$ cat config.mk
export PLATFORM = sky130hd
export DESIGN_NAME = rsa_modexp_engine_flat
export DESIGN_NICKNAME = d
export VERILOG_FILES = /design/src/rtl/rsa_modexp_engine_if.sv /design/src/rtl/rsa_modexp_engine.sv /design/src/flat_wrapper.sv
export SDC_FILE = /design/constraint.sdc
export NUM_CORES = 1
export LEC_CHECK = 0
export BUFFER_PORTS_ARGS = -buffer_cell sky130_fd_sc_hd__clkbuf_2
export CELL_PAD_IN_SITES_DETAIL_PLACEMENT = 0
export CELL_PAD_IN_SITES_GLOBAL_PLACEMENT = 1
export CORE_AREA = 2 2 93 140
export DETAILED_ROUTE_END_ITERATION = 8
export DIE_AREA = 0 0 95 142
export GPL_ROUTABILITY_DRIVEN = 1
export PLACE_DENSITY_LB_ADDON = 0.08
export SYNTH_ARGS = -nofsm -noshare
export SYNTH_HDL_FRONTEND = slang
export SYNTH_SLANG_ARGS = --single-unit
$ cat constraint.sdc
create_clock -name clk -period 8.5 [get_ports clk]
set_clock_uncertainty 0.1 [all_clocks]
set_input_delay 1.7 -clock clk [delete_from_list [all_inputs] [get_ports clk]]
set_output_delay 1.7 -clock clk [all_outputs]
set_load 0.01 [all_outputs]
$ cat src/rtl/rsa_modexp_engine_if.sv
// Register-file side bundle of the RSA modular-exponentiation engine:
// command bits, operands, and the result/status read-back.
interface rsa_modexp_engine_if #(
    parameter int WIDTH = 8
);
    logic             start;
    logic             stop;
    logic [WIDTH-1:0] plain_text;
    logic [WIDTH-1:0] exponent;
    logic [WIDTH-1:0] modulus;
    logic [WIDTH-1:0] mont_const;
    logic [WIDTH-1:0] result;
    logic             busy;
    logic             done;
    logic             error;

    modport master (
        output start, stop, plain_text, exponent, modulus, mont_const,
        input  result, busy, done, error
    );

    modport slave (
        input  start, stop, plain_text, exponent, modulus, mont_const,
        output result, busy, done, error
    );
endinterface

$ cat src/rtl/rsa_modexp_engine.sv
// result = plain_text^exponent mod modulus via bit-serial Montgomery multiply.
// Define RSA_SKIP_DUMMY_MULT_EN to skip MULT steps on zero exponent bits.
module rsa_modexp_engine #(
    parameter int WIDTH = 8
) (
    input  logic                clk,
    input  logic                rst_n,
    rsa_modexp_engine_if.slave  bus
);
    localparam int CW = $clog2(WIDTH + 1);
    localparam int BW = (WIDTH > 1) ? $clog2(WIDTH) : 1;
    localparam logic [WIDTH-1:0] ONE = WIDTH'(1);

    typedef enum logic [2:0] {
        S_IDLE, S_MONT_M, S_MONT_ONE, S_SQUARE, S_MULT, S_FROM_MONT, S_DONE
    } state_e;

    state_e           state_q, state_d;
    logic             start_q, start_d;
    logic [WIDTH-1:0] m_q, m_d, e_q, e_d, n_q, n_d, r2_q, r2_d;
    logic [WIDTH-1:0] mb_q, mb_d, a_q, a_d;
    logic [WIDTH+1:0] acc_q, acc_d;
    logic [CW-1:0]    cnt_q, cnt_d;
    logic [BW-1:0]    bit_q, bit_d;
    logic [WIDTH-1:0] result_q, result_d;
    logic             busy_q, busy_d, done_q, done_d, error_q, error_d;

    logic [WIDTH-1:0] x_src, y_src, mm_res;
    logic [WIDTH+1:0] acc_add, acc_odd, acc_step, n_ext;
    logic             x_bit, e_bit, launch;
    state_e           after_bit;

    // Operand routing for the multiply in flight; a_q stays stable until write-back.
    // NOTE: every signal assigned in a combinational block gets a default first,
    // so no path leaves it unassigned and no latch is inferred.
    always_comb begin
        x_src = a_q;
        y_src = a_q;
        case (state_q)
            S_MONT_M:    begin x_src = m_q; y_src = r2_q; end
            S_MONT_ONE:  begin x_src = ONE; y_src = r2_q; end
            S_MULT:      y_src = mb_q;
            S_FROM_MONT: y_src = ONE;
            default:     ;
        endcase
    end

    assign n_ext    = {2'b00, n_q};
    assign x_bit    = |(x_src & (ONE << cnt_q));
    assign e_bit    = |(e_q & (ONE << bit_q));
    assign acc_add  = acc_q + (x_bit ? {2'b00, y_src} : '0);
    assign acc_odd  = acc_add + (acc_add[0] ? n_ext : '0);
    assign acc_step = acc_odd >> 1;
    // Accumulator stays below 2n, so one conditional subtract fully reduces it.
    assign mm_res   = WIDTH'((acc_q >= n_ext) ? acc_q - n_ext : acc_q);
    assign launch   = bus.start & ~start_q & ~bus.stop;
    assign after_bit = (bit_q == '0) ? S_FROM_MONT : S_SQUARE;

    always_comb begin
        state_d  = state_q;
        start_d  = bus.start;
        m_d      = m_q;
        e_d      = e_q;
        n_d      = n_q;
        r2_d     = r2_q;
        mb_d     = mb_q;
        a_d      = a_q;
        acc_d    = acc_q;
        cnt_d    = cnt_q;
        bit_d    = bit_q;
        result_d = result_q;
        busy_d   = busy_q;
        done_d   = done_q;
        error_d  = error_q;

        case (state_q)
            S_IDLE: begin
                if (launch) begin
                    m_d     = bus.plain_text;
                    e_d     = bus.exponent;
                    n_d     = bus.modulus;
                    r2_d    = bus.mont_const;
                    acc_d   = '0;
                    cnt_d   = '0;
                    done_d  = 1'b0;
                    error_d = 1'b0;
                    if (!bus.modulus[0]) begin
                        error_d  = 1'b1;
                        done_d   = 1'b1;
                        result_d = '0;
                        state_d  = S_DONE;
                    end else begin
                        busy_d  = 1'b1;
                        state_d = S_MONT_M;
                    end
                end
            end
            S_DONE: state_d = S_IDLE;
            default: begin
                if (cnt_q != CW'(WIDTH)) begin
                    acc_d = acc_step;
                    cnt_d = cnt_q + CW'(1);
                end else begin
                    acc_d = '0;
                    cnt_d = '0;
                    if (state_q != S_SQUARE) bit_d = (bit_q == '0) ? bit_q : bit_q - BW'(1);
                    case (state_q)
                        S_MONT_M: begin
                            mb_d    = mm_res;
                            state_d = S_MONT_ONE;
                        end
                        S_MONT_ONE: begin
                            a_d     = mm_res;
                            bit_d   = BW'(WIDTH - 1);
                            state_d = S_SQUARE;
                        end
                        S_SQUARE: begin
                            a_d     = mm_res;
                            state_d = S_MULT;
`ifdef RSA_SKIP_DUMMY_MULT_EN
                            if (!e_bit) begin
                                state_d = after_bit;
                                bit_d   = (bit_q == '0) ? bit_q : bit_q - BW'(1);
                            end
`endif
                        end
                        S_MULT: begin
                            if (e_bit) a_d = mm_res;
                            state_d = after_bit;
                        end
                        default: begin
                            result_d = mm_res;
                            done_d   = 1'b1;
                            busy_d   = 1'b0;
                            state_d  = S_DONE;
                        end
                    endcase
                end
            end
        endcase

        // Abort wins over everything, including a simultaneous start edge.
        if (bus.stop) begin
            state_d = S_IDLE;
            busy_d  = 1'b0;
            done_d  = 1'b0;
            error_d = 1'b0;
            acc_d   = '0;
            cnt_d   = '0;
        end
    end

    // NOTE: state registers use non-blocking assignments so every flop samples
    // the pre-edge values regardless of block ordering.
    always_ff @(posedge clk) begin
        if (!rst_n) begin
            state_q  <= S_IDLE;
            start_q  <= 1'b0;
            acc_q    <= '0;
            cnt_q    <= '0;
            result_q <= '0;
            busy_q   <= 1'b0;
            done_q   <= 1'b0;
            error_q  <= 1'b0;
        end else begin
            state_q  <= state_d;
            start_q  <= start_d;
            acc_q    <= acc_d;
            cnt_q    <= cnt_d;
            result_q <= result_d;
            busy_q   <= busy_d;
            done_q   <= done_d;
            error_q  <= error_d;
        end
    end

    // NOTE: operand and intermediate registers are always written before use
    // after a launch, so they carry no reset.
    always_ff @(posedge clk) begin
        m_q  <= m_d;
        e_q  <= e_d;
        n_q  <= n_d;
        r2_q <= r2_d;
        mb_q <= mb_d;
        a_q  <= a_d;
        bit_q <= bit_d;
    end

    assign bus.result = result_q;
    assign bus.busy   = busy_q;
    assign bus.done   = done_q;
    assign bus.error  = error_q;
endmodule

$ cat src/flat_wrapper.sv
// flat-port wrapper written by rule: the top's interface ports become plain ports
module rsa_modexp_engine_flat 
#(
    parameter int WIDTH = 8
)
  (clk, rst_n, bus_start, bus_stop, bus_plain_text, bus_exponent, bus_modulus, bus_mont_const, bus_result, bus_busy, bus_done, bus_error);
  rsa_modexp_engine_if #(.WIDTH(WIDTH)) bus_i ();
  input  logic clk;
  input  logic rst_n;
  input wire logic [$bits(bus_i.start)-1:0] bus_start;
  input wire logic [$bits(bus_i.stop)-1:0] bus_stop;
  input wire logic [$bits(bus_i.plain_text)-1:0] bus_plain_text;
  input wire logic [$bits(bus_i.exponent)-1:0] bus_exponent;
  input wire logic [$bits(bus_i.modulus)-1:0] bus_modulus;
  input wire logic [$bits(bus_i.mont_const)-1:0] bus_mont_const;
  output wire logic [$bits(bus_i.result)-1:0] bus_result;
  output wire logic [$bits(bus_i.busy)-1:0] bus_busy;
  output wire logic [$bits(bus_i.done)-1:0] bus_done;
  output wire logic [$bits(bus_i.error)-1:0] bus_error;
  assign bus_i.start = bus_start;
  assign bus_i.stop = bus_stop;
  assign bus_i.plain_text = bus_plain_text;
  assign bus_i.exponent = bus_exponent;
  assign bus_i.modulus = bus_modulus;
  assign bus_i.mont_const = bus_mont_const;
  assign bus_result = bus_i.result;
  assign bus_busy = bus_i.busy;
  assign bus_done = bus_i.done;
  assign bus_error = bus_i.error;
  rsa_modexp_engine #(.WIDTH(WIDTH)) u_core (.clk(clk), .rst_n(rst_n), .bus(bus_i));
endmodule
Yosys cells after proc, flatten, opt, wreduce, memory -nomap -nowiden:

Cells that the tools add are included.

* eq/ne operators: 16
* multiplexer cells: 36
* magnitude comparators: 1
* shift operators: 2
* bitwise logic cells: 10
* reductions and logical operators: 20
* $add $sub $neg: 5

Operators with widths (number)
* $mux 8: 8
* $pmux 8 s2: 3
* $pmux 8 s3: 1
* $pmux 10 s2: 1
* $mux 3: 6
* $and 8x8->8: 2
* $reduce_or 8->1: 2
* $pmux 3 s4: 1
* $reduce_and 4->1: 3
* $add 10x10->10: 1
* $add 10x8->10: 1
* $ge 10x8->1: 1
* $mux 10: 1
* $reduce_and 5->1: 2
* $eq 3x3->1 const B: 3
* $mux 9: 1
* $mux 1: 8
* $mux 4: 2
* $ne 2x2->1 const B: 4
* $pmux 4 s2: 1
* $reduce_or 2->1: 4
* $shl 1x3->8 const A: 1
* $shl 1x4->8 const A: 1
* $sub 8x8->8: 1
* other kinds (17): 31

* register bits after elaboration: 80
* output and inout bits: 11
* word-level logic and storage cells: 105
* bits of input ports: 36

Depth between registers and ports, before layout:

Gate-level depths: netlist of the first run.

* depth after elaboration: 10
* mapped depth: 21

Least setup slack after synthesis of the first run:

No wires, ideal clock.

* path type: reg-to-reg
* from: reg u_core.cnt_q[0]
* to: reg u_core.acc_q[8]
* arrival time: 4.012 ns
* setup time: 0.079 ns
* buffers on the path: 0
* path slack: 4.309 ns
* stages on the path, launching flop included: 21
* path through: dfxtp_1 > inv_1 > ha_1 > a22o_1 > a22oi_1 > o21ai_1 > o32ai_1 > a21oi_2 > and4_1 > ha_1 > fa_1 > a21o_1 > a211oi_1 > nor2_1 > ha_1 > nand3_1 > a21oi_1 > nor2_1 > a211oi_1 > mux2_2 > o211ai_1

* cells in the longest elaborated chain, start to end: 9
* elaborated cells between the ends (all ways): 10

Ends and longest elaborated chain
* start: declaration: line rsa_modexp_engine.sv:23 `logic [CW-1:0] cnt_q, cnt_d;`
* start signal: assignment: line rsa_modexp_engine.sv:169 `cnt_q <= cnt_d;`
* $shl 1x4->8: line rsa_modexp_engine.sv:49 `assign x_bit = |(x_src & (ONE << cnt_q));`
* $and 8x8->8: line rsa_modexp_engine.sv:49
* $reduce_or 8->1: line rsa_modexp_engine.sv:49
* $mux 8: line rsa_modexp_engine.sv:51 `assign acc_add = acc_q + (x_bit ? {2'b00, y_src} : '0);`
* $add 10x8->10: line rsa_modexp_engine.sv:51
* $mux 8: line rsa_modexp_engine.sv:52 `assign acc_odd = acc_add + (acc_add[0] ? n_ext : '0);`
* $add 10x10->10: line rsa_modexp_engine.sv:52
* $mux 9 *: line rsa_modexp_engine.sv:100 `if (cnt_q != CW'(WIDTH)) begin`
* $pmux 10 s2 *: line rsa_modexp_engine.sv:76 `case (state_q)`
* end signal: assignment: line rsa_modexp_engine.sv:159 `acc_q <= '0;`
* end signal: assignment: line rsa_modexp_engine.sv:168 `acc_q <= acc_d;`
* end: declaration: line rsa_modexp_engine.sv:22 `logic [WIDTH+1:0] acc_q, acc_d;`

Mark *: on every way between the ends. The rest lies on a longest branch, timed or not.
A chain may end at the register's enable or synchronous reset.

Worst setup path after layout of the first run:

* from: reg u_core.state_q[1]
* to: reg u_core.acc_q[8]

* cells in the longest elaborated chain, start to end: 10
* elaborated cells between the ends (all ways): 20

Ends and longest elaborated chain
* start: declaration: line rsa_modexp_engine.sv:18 `state_e state_q, state_d;`
* start signal: assignment: line rsa_modexp_engine.sv:166 `state_q <= state_d;`
* $eq 3x2->1 or $eq 3x1->1 (tied branches): line rsa_modexp_engine.sv:39 `case (state_q)`
* $pmux 8 s2: line rsa_modexp_engine.sv:39
* $and 8x8->8: line rsa_modexp_engine.sv:49
* $reduce_or 8->1: line rsa_modexp_engine.sv:49
* $mux 8: line rsa_modexp_engine.sv:51
* $add 10x8->10: line rsa_modexp_engine.sv:51
* $mux 8: line rsa_modexp_engine.sv:52
* $add 10x10->10: line rsa_modexp_engine.sv:52
* $mux 9: line rsa_modexp_engine.sv:100
* $pmux 10 s2: line rsa_modexp_engine.sv:76

Several ways; a longest one is shown, not always the timed one.

==> results of run 1 <==
-- cell families after synthesis --
family	after synthesis
simple gates	150
compound gates	140
flops	79
buf+inv	43
fa+ha+maj	37
xor+xnor	15
mux	14
-- power breakdown --
| group | leakage (nW) | internal (mW) | switching, mW | total, mW |
|---|---|---|---|---|
| Sequential | 0.696 | 0.417 | 0.00617 | 0.423 |
| Combinational | 1.33 | 0.0410 | 0.0598 | 0.101 |
| Clock | 0.143 | 0.228 | 0.160 | 0.388 |
-- cell type report --
| class | instances | area (um^2) | area share (%) |
|---|---|---|---|
| Multi-Input combinational cell | 356 | 2540 | 46.4 |
| Sequential cell | 79 | 2090 | 38.2 |
| Timing Repair Buffer | 49 | 253 | 4.61 |
| Clock buffer | 9 | 225 | 4.11 |
| Tap cell | 156 | 195 | 3.56 |
| Inverter | 27 | 101 | 1.85 |
| Clock inverter | 7 | 72.6 | 1.32 |
-- cell usage after synthesis, types with 7 or more instances --
master	count
buf_2	9
xnor2_1	11
o21ai_0	14
and2_1	13
nor3_1	12
dfxtp_1	28
a22oi_1	12
mux2i_1	9
inv_1	26
nand3_1	7
edfxtp_1	51
nand2_1	23
nand2b_1	7
nor2_1	54
a22o_1	10
clkbuf_1	7
nor2b_1	11
ha_1	34
a21oi_1	28
o21ai_1	9
-- flip-flops by register name, summed over array words and instances, names as in the netlist, 4 cells and up --
| register | flops |
|---|---|
| u_core.cnt_q | 4 |
| u_core.mb_q | 8 |
| u_core.a_q | 8 |
| u_core.m_q | 8 |
| u_core.bus.result | 8 |
| u_core.r2_q | 8 |
| u_core.n_q | 8 |
| u_core.e_q | 8 |
| u_core.acc_q | 9 |
-- routing by layer --
layer	share of wire (%)	vias to the layer above	track usage [%]
met5	0	-	0
met3	3.2	30	3.18
met1	41	1791	22.9
met4	3.9	0	9.15
li1	-	1864	-
met2	52	84	36.6
-- critical path: cells and delay by family (launching register included) --
kind / cells / cell delay [ns]
compound gates: 9 / 1.94
fa+ha+maj: 3 / 0.99
buf+inv: 1 / 0.40
flops: 1 / 0.67
mux: 1 / 0.38
simple gates: 5 / 0.78
-- stage by stage --
stage               util [%]  std cells  cell area [um^2]  worst slack [ns]  power (mW)
floorplan                  -        478              4800              4.31       0.500
global placement        42.1        667              5180              3.44       0.531
detailed placement      42.1        667              5180              3.20       0.532
CTS                     44.5        683              5480              3.16       0.922
global route            44.5        683              5480              2.71       0.948
finish                  44.5        683              5480              3.13       0.912
-- path summary, 6_finish.rpt --
| kind | startpoint | end | slack (ns) | cells after the start |
|---|---|---|---|---|
| worst max-delay path | u_core.state_q[1] | u_core.acc_q[8] | 3.13 | 19 |
| worst min-delay path | u_core.bus.result[0] | u_core.bus.result[0] | 0.35 | 2 |
| worst max register to register | u_core.state_q[1] | u_core.acc_q[8] | 3.13 | 19 |
| worst min register to register | u_core.bus.result[0] | u_core.bus.result[0] | 0.35 | 2 |
==> results.py, run 1 <==
metrics = {
    "critical_path": {
        "path_max_fanout": 27,
        "cp-end-kind": "register",
        "required_ns": 8.66,
        "cpMaxStageDelayCell": "dfxtp_1",
        "path_class": "reg2reg",
        "critPathMaxStageDelay_ns": 0.67,
        "start_kind": "register",
        "crit_chain": "buf_4 -> nor2b_1 -> o21ai_1 -> a31o_1 -> o32ai_1 -> a21oi_2 -> and4_1 -> ha_1 -> fa_1 -> a21o_1 -> a211oi_1 -> nor2_1 -> ha_1 -> nand3_1 -> a21oi_1 -> nor2_1 -> a211oi_1 -> mux2_2 -> o211ai_1",
        "cp.arrival_ns": 5.54,
    },
    "timing": {
        "slew_violations": 0,
        "max_slew_margin_pct": 33.7,
        "max_freq_ghz": 0.186,
        "worstMarginPinSlew_ns": 0.992,
        "rsz0062_at_grt": "no",
        "hold_ws_ns": 0.346,
        "finalHoldViolCount": 0,
        "min_period_over_period_pct": 63.2,
        "fin_tns_setup_ns": 0,
        "finalSetupViolCount": 0,
        "min_period_ns": 5.37,
    },
    "cts": {
        "htreeDepth": 3,
        "cts_root_buf": "clkbuf_16",
        "cts_tree": "yes",
        "clk-insertion-delay-late_ns": 0.34,
        "cts-hold-fix-buffers": 0,
        "cts_setup_buffers": 0,
        "cts_resized": 0,
        "cts_buffers": 9,
        "clk_path_buf_depth": 2,
        "cts.clk_slew.worst_paths_ns": 0.06,
        "clock-sinks": 79,
    },
    "logic_synthesis": {
        "synth_compound_area_share_pct": 21.1,
        "synth_mux_area_share_pct": 3.36,
        "synth_ff_type": "edfxtp_1",
        "synth.area.top_cells": "edfxtp_1, dfxtp_1, ha_1",
        "synth_top_area_share_pct": 31.9,
        "synth_cell_type_count": 68,
        "synth_top_family_by_area": "compound AO/OA/AOI/OAI gates",
        "syn_nets": 551,
        "synthSimpleGateAreaFrac_pct": 15.5,
        "synth_area_mm2": 0.00480,
        "synth_xor_xnor_area_share_pct": 2.74,
        "synthAdderAreaFrac_pct": 10.1,
        "ys_ff_latch": 79,
        "syn_avg_cell_area_um2": 10.0,
        "ys_seq_area_share_pct": 43.6,
        "yosysTopAreaCell": "edfxtp_1",
        "synth_edf_count": 51,
        "syn_inst": 478,
        "yosys_warnings": 0,
        "ys_async_sr_fraction_pct": 0,
    },
    "power_and_ir_drop": {
        "vdd.ir_drop.worst_v": 0.0000768,
        "power.density_mw_per_mm2": 166,
        "p_leak_nw": 2.17,
    },
    "global_routing": {
        "grt_pass1_vias": 3828,
        "grt_first_pass_wirelength_mm": 20.4,
        "grt_max_degree": 34,
        "antenna_found_initial": 0,
        "track_usage_pct": 20.2,
        "overflow": 0,
    },
    "placed_design": {
        "portBuffers": 46,
        "hpwl_mm": 9.93,
        "gp_congestion": 0.878,
    },
    "drt": {
        "detail_route.first_pass.iterations": 4,
        "antenna_left": 0,
        "drtIter0Drc": 144,
        "vias": 3769,
        "drc": 0,
        "via_per_inst": 5.52,
        "post_drt_wl_per_cell_um": 18.9,
        "postRouteWirelength_mm": 12.9,
    },
    "die": {
        "num_rows": 50,
        "core_mm2": 0.0123,
        "initial_core_util_pct": 38.9,
        "die_h_um": 142,
        "die_w_um": 95,
        "io_pins": 47,
        "die-area_mm2": 0.0135,
    },
    "final_layout": {
        "n_antenna_cell": 0,
        "final_common_cell": "nor2_1",
        "n_fill_cell": 1187,
        "final_cell_mix": "nor2_1, edfxtp_1, clkbuf_2",
        "drive_above_1_share_pct": 15.2,
        "nets": 595,
        "syn2layout_area_growth_pct": 14.2,
    },
    "min_path": {
        "hold_class": "reg2reg",
    },
    "run": {
        "cap_viol_max_count": 0,
    },
    "outcome": {
        "status": "complete, no violations",
    },
}
Power figures use the tool's default switching activity.
==> run 2: changes to the inputs <==
==> constraint.sdc (replaced) <==
create_clock -name clk -period 4.4 [get_ports clk]
set_clock_uncertainty 0.1 [all_clocks]
set_input_delay 0.88 -clock clk [delete_from_list [all_inputs] [get_ports clk]]
set_output_delay 0.88 -clock clk [all_outputs]
set_load 0.01 [all_outputs]
==> run 2 against run 1 <==
Compared with the run above:
- critical path depth up 1
- highest routed layer unchanged
- power is 99% higher
- clock power up 98%
==> results.py, run 2 (synthesized netlist as in run 1, its figures left out) <==
metrics = {
    "run": {
        "cap_viol_max_count": 0,
    },
    "die": {
        "die_w_um": 95,
        "die_h_um": 142,
        "num_rows": 50,
        "core_mm2": 0.0123,
        "initial_core_util_pct": 38.9,
        "die-area_mm2": 0.0135,
        "io_pins": 47,
    },
    "final_layout": {
        "nets": 635,
        "final_cell_area_mm2": 0.00593,
        "final_cell_mix": "nor2_1, edfxtp_1, clkbuf_2",
        "n_antenna_cell": 0,
        "n_fill_cell": 1170,
        "largest_reg_flops": 9,
        "drive_above_1_share_pct": 26.5,
        "syn2layout_area_growth_pct": 23.5,
        "top_register": "u_core.acc_q",
    },
    "global_routing": {
        "grt_first_pass_wirelength_mm": 21.3,
        "overflow": 0,
        "antenna_found_initial": 0,
        "track_usage_pct": 21.3,
        "grt_max_degree": 34,
        "grt_pass1_vias": 4024,
    },
    "critical_path": {
        "required_ns": 4.57,
        "start_kind": "register",
        "path_max_fanout": 6,
        "cp.arrival_ns": 4.37,
        "path_class": "reg2reg",
        "reg2reg_depth": 20,
        "cp-end-kind": "register",
    },
    "cts": {
        "cts_root_buf": "clkbuf_16",
        "htreeDepth": 3,
        "cts_tree": "yes",
        "clock-sinks": 79,
        "cts.clk_slew.worst_paths_ns": 0.07,
        "clk-insertion-delay-late_ns": 0.35,
        "clk_path_buf_depth": 2,
        "cts_buffers": 9,
    },
    "min_path": {
        "whs_path_depth": 2,
        "hold_class": "reg2reg",
    },
    "outcome": {
        "status": "complete, no violations",
    },
    "drt": {
        "drc": 0,
        "post_drt_wl_per_cell_um": 19.3,
        "postRouteWirelength_mm": 13.9,
        "detail_route.first_pass.iterations": 4,
        "vias": 3964,
        "antenna_left": 0,
        "via_per_inst": 5.48,
        "drtIter0Drc": 119,
    },
    "power_and_ir_drop": {
        "p_clk_share_pct": 42.3,
        "vdd.ir_drop.worst_v": 0.000145,
        "swShare_pct": 26.2,
        "p_switching_mw": 0.476,
        "internal-power_mw": 1.34,
        "p_leak_nw": 2.41,
        "combPwrFrac_pct": 12.8,
        "seq_power_share_pct": 44.9,
        "power.density_mw_per_mm2": 306,
    },
    "placed_design": {
        "portBuffers": 46,
        "placed_area_mm2": 0.00544,
        "gp_congestion": 0.936,
        "hpwl_mm": 10.7,
    },
    "timing": {
        "max_slew_margin_pct": 32.4,
        "min_period_over_period_pct": 95.4,
        "finalHoldViolCount": 0,
        "finalSetupViolCount": 0,
        "max_freq_ghz": 0.238,
        "hold_ws_ns": 0.344,
        "slew_violations": 0,
        "worstMarginPinSlew_ns": 1.01,
        "rsz0062_at_grt": "yes",
        "min_period_ns": 4.20,
    },
}
-- run 2: worst paths after layout --
check	startpoint	end	slack [ns]
worst min-delay path	u_core.bus.result[1]	u_core.bus.result[1]	0.34
worst min register to register	u_core.bus.result[1]	u_core.bus.result[1]	0.34
worst max register to register	u_core.state_q[1]	u_core.acc_q[8]	0.20
worst max-delay path	u_core.state_q[1]	u_core.acc_q[8]	0.20
-- run 2: what timing repair did --
| item | in CTS | in global routing |
|---|---|---|
| hold buffers | 0 | 0 |
| buffers inserted | 0 | 6 |
| setup endpoints to repair | 3 | 5 |
| gates resized for setup | 2 | 36 |
| cloned | 0 | 0 |
| pin swaps | 0 | 15 |
-- run 2: per-layer routing --
layer | track usage [%] | part of all wire, % | vias up
li1 | - | - | 1951
met1 | 22.9 | 39 | 1902
met2 | 39.1 | 54 | 77
met3 | 2.86 | 2.7 | 34
met4 | 11.7 | 4.7 | 0
met5 | 0 | 0 | -
-- run 2: final cells by class --
| class | instances | area, um^2 | area share [%] |
|---|---|---|---|
| repair buffers | 89 | 557 | 9.39 |
| multi-input cells | 356 | 2660 | 44.9 |
| inverters | 27 | 104 | 1.75 |
| clock buffers | 10 | 250 | 4.22 |
| clock inverters | 6 | 56.3 | 0.950 |
| well taps | 156 | 195 | 3.29 |
| flip-flops and latches | 79 | 2100 | 35.4 |
-- run 2: metrics by stage --
| step | util, % | worst slack [ns] | power, mW | setup TNS [ns] | std cells |
|---|---|---|---|---|---|
| floorplan | - | 0.209 | 0.965 | 0 | 478 |
| CTS | 46.7 | 0.00883 | 1.82 | 0 | 717 |
| global route | 48.1 | -0.0646 | 1.88 | -0.0929 | 723 |
| detailed placement | 44.1 | -0.0804 | 1.05 | -0.0804 | 701 |
| global placement | 44.1 | 0.0581 | 1.05 | 0 | 701 |
| finish | 48.1 | 0.202 | 1.81 | 0 | 723 |
-- run 2: worst max-delay path: stages, from the launching register on --
cell and delay [ns]:
dfxtp_4 0.37, buf_6 0.13, nor3_2 0.16, o21ai_1 0.10
a31o_1 0.22, o32ai_2 0.22, a21oi_2 0.12, buf_4 0.15
o31a_1 0.11, ha_1 0.28, a21o_1 0.18, a221o_1 0.36
nor2_1 0.14, xnor2_1 0.08, ha_1 0.34, nand3_1 0.13
a21oi_2 0.12, nor2_1 0.07, a211oi_2 0.25, mux2_4 0.33
o211ai_1 0.15
-- run 2: power groups by stage --
stage,Clock [mW],Sequential (mW),Combinational [mW]
after floorplan,0,0.827,0.138
after global placement,0,0.832,0.217
after detailed placement,0,0.831,0.220
after CTS,0.787,0.815,0.222
after global routing,0.808,0.816,0.259
final,0.767,0.815,0.233
==> run 3: changes to the inputs <==
--- a/config.mk
+++ b/config.mk
@@ -12,7 +12,7 @@
 export DETAILED_ROUTE_END_ITERATION = 8
 export DIE_AREA = 0 0 95 142
 export GPL_ROUTABILITY_DRIVEN = 1
-export PLACE_DENSITY_LB_ADDON = 0.08
+export PLACE_DENSITY_LB_ADDON = 0.25
 export SYNTH_ARGS = -nofsm -noshare
 export SYNTH_HDL_FRONTEND = slang
 export SYNTH_SLANG_ARGS = --single-unit
==> run 3 against run 2 <==
Compared with the run above:
- global-route usage is 0.098 points lower
- sequential share of layout area is 0.42 points lower
- final cell count is 0.83% higher
- die area stayed put
- final area is 0.97% higher
- register-to-register slack hardly changed
- critical endpoint is now u_core.acc_q[5]
- non-clock buffer count is 6 higher
- largest cell class unchanged
- power is 0.80% lower
- via count is 0.33% higher
- sequential cell count stayed put
- worst hold slack better by 0.0025 ns
==> results.py, run 3 (synthesized netlist as in run 1, its figures left out) <==
metrics = {
    "die": {
        "die-area_mm2": 0.0135,
        "core_mm2": 0.0123,
        "initial_core_util_pct": 38.9,
        "die_w_um": 95,
        "io_pins": 47,
        "num_rows": 50,
        "die_h_um": 142,
    },
    "global_routing": {
        "track_usage_pct": 21.2,
        "top_usage_layer": "met2",
        "antenna_found_initial": 0,
        "use_met2_pct": 38.4,
        "use_met3_pct": 4.40,
        "grt_first_pass_wirelength_mm": 21.1,
        "grt_max_degree": 34,
        "overflow": 0,
        "grt_pass1_vias": 4003,
        "use_met1_pct": 23.2,
    },
    "timing": {
        "min_period_over_period_pct": 95.7,
        "max_slew_margin_pct": 15.2,
        "min_period_ns": 4.21,
        "slew_violations": 0,
        "finalSetupViolCount": 0,
        "rsz0062_at_grt": "yes",
        "finalHoldViolCount": 0,
        "worstMarginPinSlew_ns": 1.26,
        "hold_ws_ns": 0.346,
        "max_freq_ghz": 0.238,
    },
    "final_layout": {
        "final_common_cell": "edfxtp_1",
        "final_cell_mix": "edfxtp_1, nor2_1, clkbuf_2, buf_4, ha_1",
        "final_cell_area_mm2": 0.00598,
        "n_fill_cell": 1166,
        "top_register": "u_core.acc_q",
        "multi_input_area_mm2": 0.00268,
        "syn2layout_area_growth_pct": 24.7,
        "finalNonFillerCells": 729,
        "nets": 641,
        "n_antenna_cell": 0,
        "register_area_mm2": 0.00210,
        "largest_reg_flops": 9,
        "final_core_util_pct": 48.6,
        "drive_above_1_share_pct": 27.9,
    },
    "cts": {
        "cts_tree": "yes",
        "clock-sinks": 79,
        "cts_buffers": 9,
        "htreeDepth": 3,
        "cts.clk_slew.worst_paths_ns": 0.07,
        "cts-hold-fix-buffers": 0,
        "clk_path_buf_depth": 2,
        "clk-insertion-delay-late_ns": 0.35,
        "cts_root_buf": "clkbuf_16",
    },
    "critical_path": {
        "r2r_start": "u_core.state_q[1]",
        "path_class": "reg2reg",
        "cp-end-kind": "register",
        "worstPathBufferInverterCount": 2,
        "path_max_fanout": 9,
        "reg2reg_depth": 19,
        "cpMaxStageDelayCell": "fa_2",
        "cp.arrival_ns": 4.32,
        "worstReg2RegEnd": "u_core.acc_q[5]",
        "crit_chain": "buf_4 -> and2_1 -> o21ai_1 -> a21boi_1 -> o32ai_2 -> a21oi_4 -> and4_1 -> ha_2 -> fa_2 -> a211oi_2 -> nor2_2 -> o21a_1 -> nor2_2 -> xnor2_1 -> ha_2 -> buf_4 -> or3_1 -> a32oi_1 -> nor2_1",
        "endpoint": "u_core.acc_q[5]",
        "ff2ff_setup_slack_ns": 0.19,
        "cp.depth": 19,
        "cp_top_family": "compound AO/OA/AOI/OAI gates",
        "start_kind": "register",
        "required_ns": 4.51,
        "critPathMaxStageDelay_ns": 0.38,
        "worstSetupStartpoint": "u_core.state_q[1]",
    },
    "placed_design": {
        "dp.cells": 705,
        "gp_congestion": 0.849,
        "portBuffers": 46,
        "hpwl_mm": 10.6,
        "placed_area_mm2": 0.00547,
    },
    "power_and_ir_drop": {
        "p_leak_nw": 2.44,
        "power.density_mw_per_mm2": 301,
        "p_total_mw": 1.80,
        "vdd.ir_drop.worst_v": 0.000187,
    },
    "drt": {
        "post_drt_wl_per_cell_um": 18.7,
        "antenna_left": 0,
        "drtIter0Drc": 144,
        "detail_route.first_pass.iterations": 4,
        "drc": 0,
        "vias": 3977,
        "postRouteWirelength_mm": 13.7,
        "via_per_inst": 5.46,
    },
    "min_path": {
        "hold_class": "reg2reg",
    },
    "outcome": {
        "status": "complete, no violations",
    },
    "run": {
        "cap_viol_max_count": 0,
    },
}
## run 3: layout make-up
| type | instances | area share, % |
|---|---|---|
| Clock buffer | 9 | 3.76 |
| Clock inverter | 7 | 1.28 |
| Inverter | 27 | 1.69 |
| Multi-Input combinational cell | 356 | 44.8 |
| Sequential cell | 79 | 35.0 |
| Tap cell | 156 | 3.26 |
| Timing Repair Buffer | 95 | 10.2 |
## run 3: worst min-delay path by stage
stage | from | slack, ns | to | cells after the start
6_report | u_core.bus.result[0] | 0.35 | u_core.bus.result[0] | 2
5_1_grt | u_core.bus.result[5] | 0.36 | u_core.bus.result[5] | 2
4_1_cts | u_core.bus.result[0] | 0.35 | u_core.bus.result[0] | 2
3_5_place_dp | u_core.bus.result[0] | 0.34 | u_core.bus.result[0] | 2
3_3_place_gp | u_core.bus.result[0] | 0.33 | u_core.bus.result[0] | 2
2_1_floorplan | u_core.bus.result[0] | 0.37 | u_core.bus.result[0] | 2
## run 3: worst min-delay path, delay by kind of cell (launching register included)
family / cells / cell delay [ns]
flops: 1 / 0.31
buf+inv: 1 / 0.05
compound gates: 1 / 0.05
## run 3: through the flow
step / setup slack [ns] / setup TNS (ns)
finish: 0.190 / 0
detailed placement: -0.168 / -0.283
floorplan: 0.209 / 0
global placement: -0.108 / -0.108
CTS: 0.00626 / 0
global route: -0.0283 / -0.0470
## run 3: where the power goes
group	switching [mW]	internal [mW]
registers	0.0100	0.805
logic	0.133	0.110
clock network	0.340	0.403
total	0.483	1.32
## run 3: timing repair
item / in CTS / in global routing
resized for setup: 3 / 38
pin swaps: 0 / 21
setup endpoints to repair: 3 / 5
setup buffers: 0 / 8
## run 3: metal layers
metal / routed length, um / part of all wire, % / vias up
met5: 0 / 0 / -
met2: 7540 / 55 / 80
met1: 5050 / 37 / 1909
met3: 544 / 4.0 / 29
li1: - / - / 1959
met4: 526 / 3.9 / 0
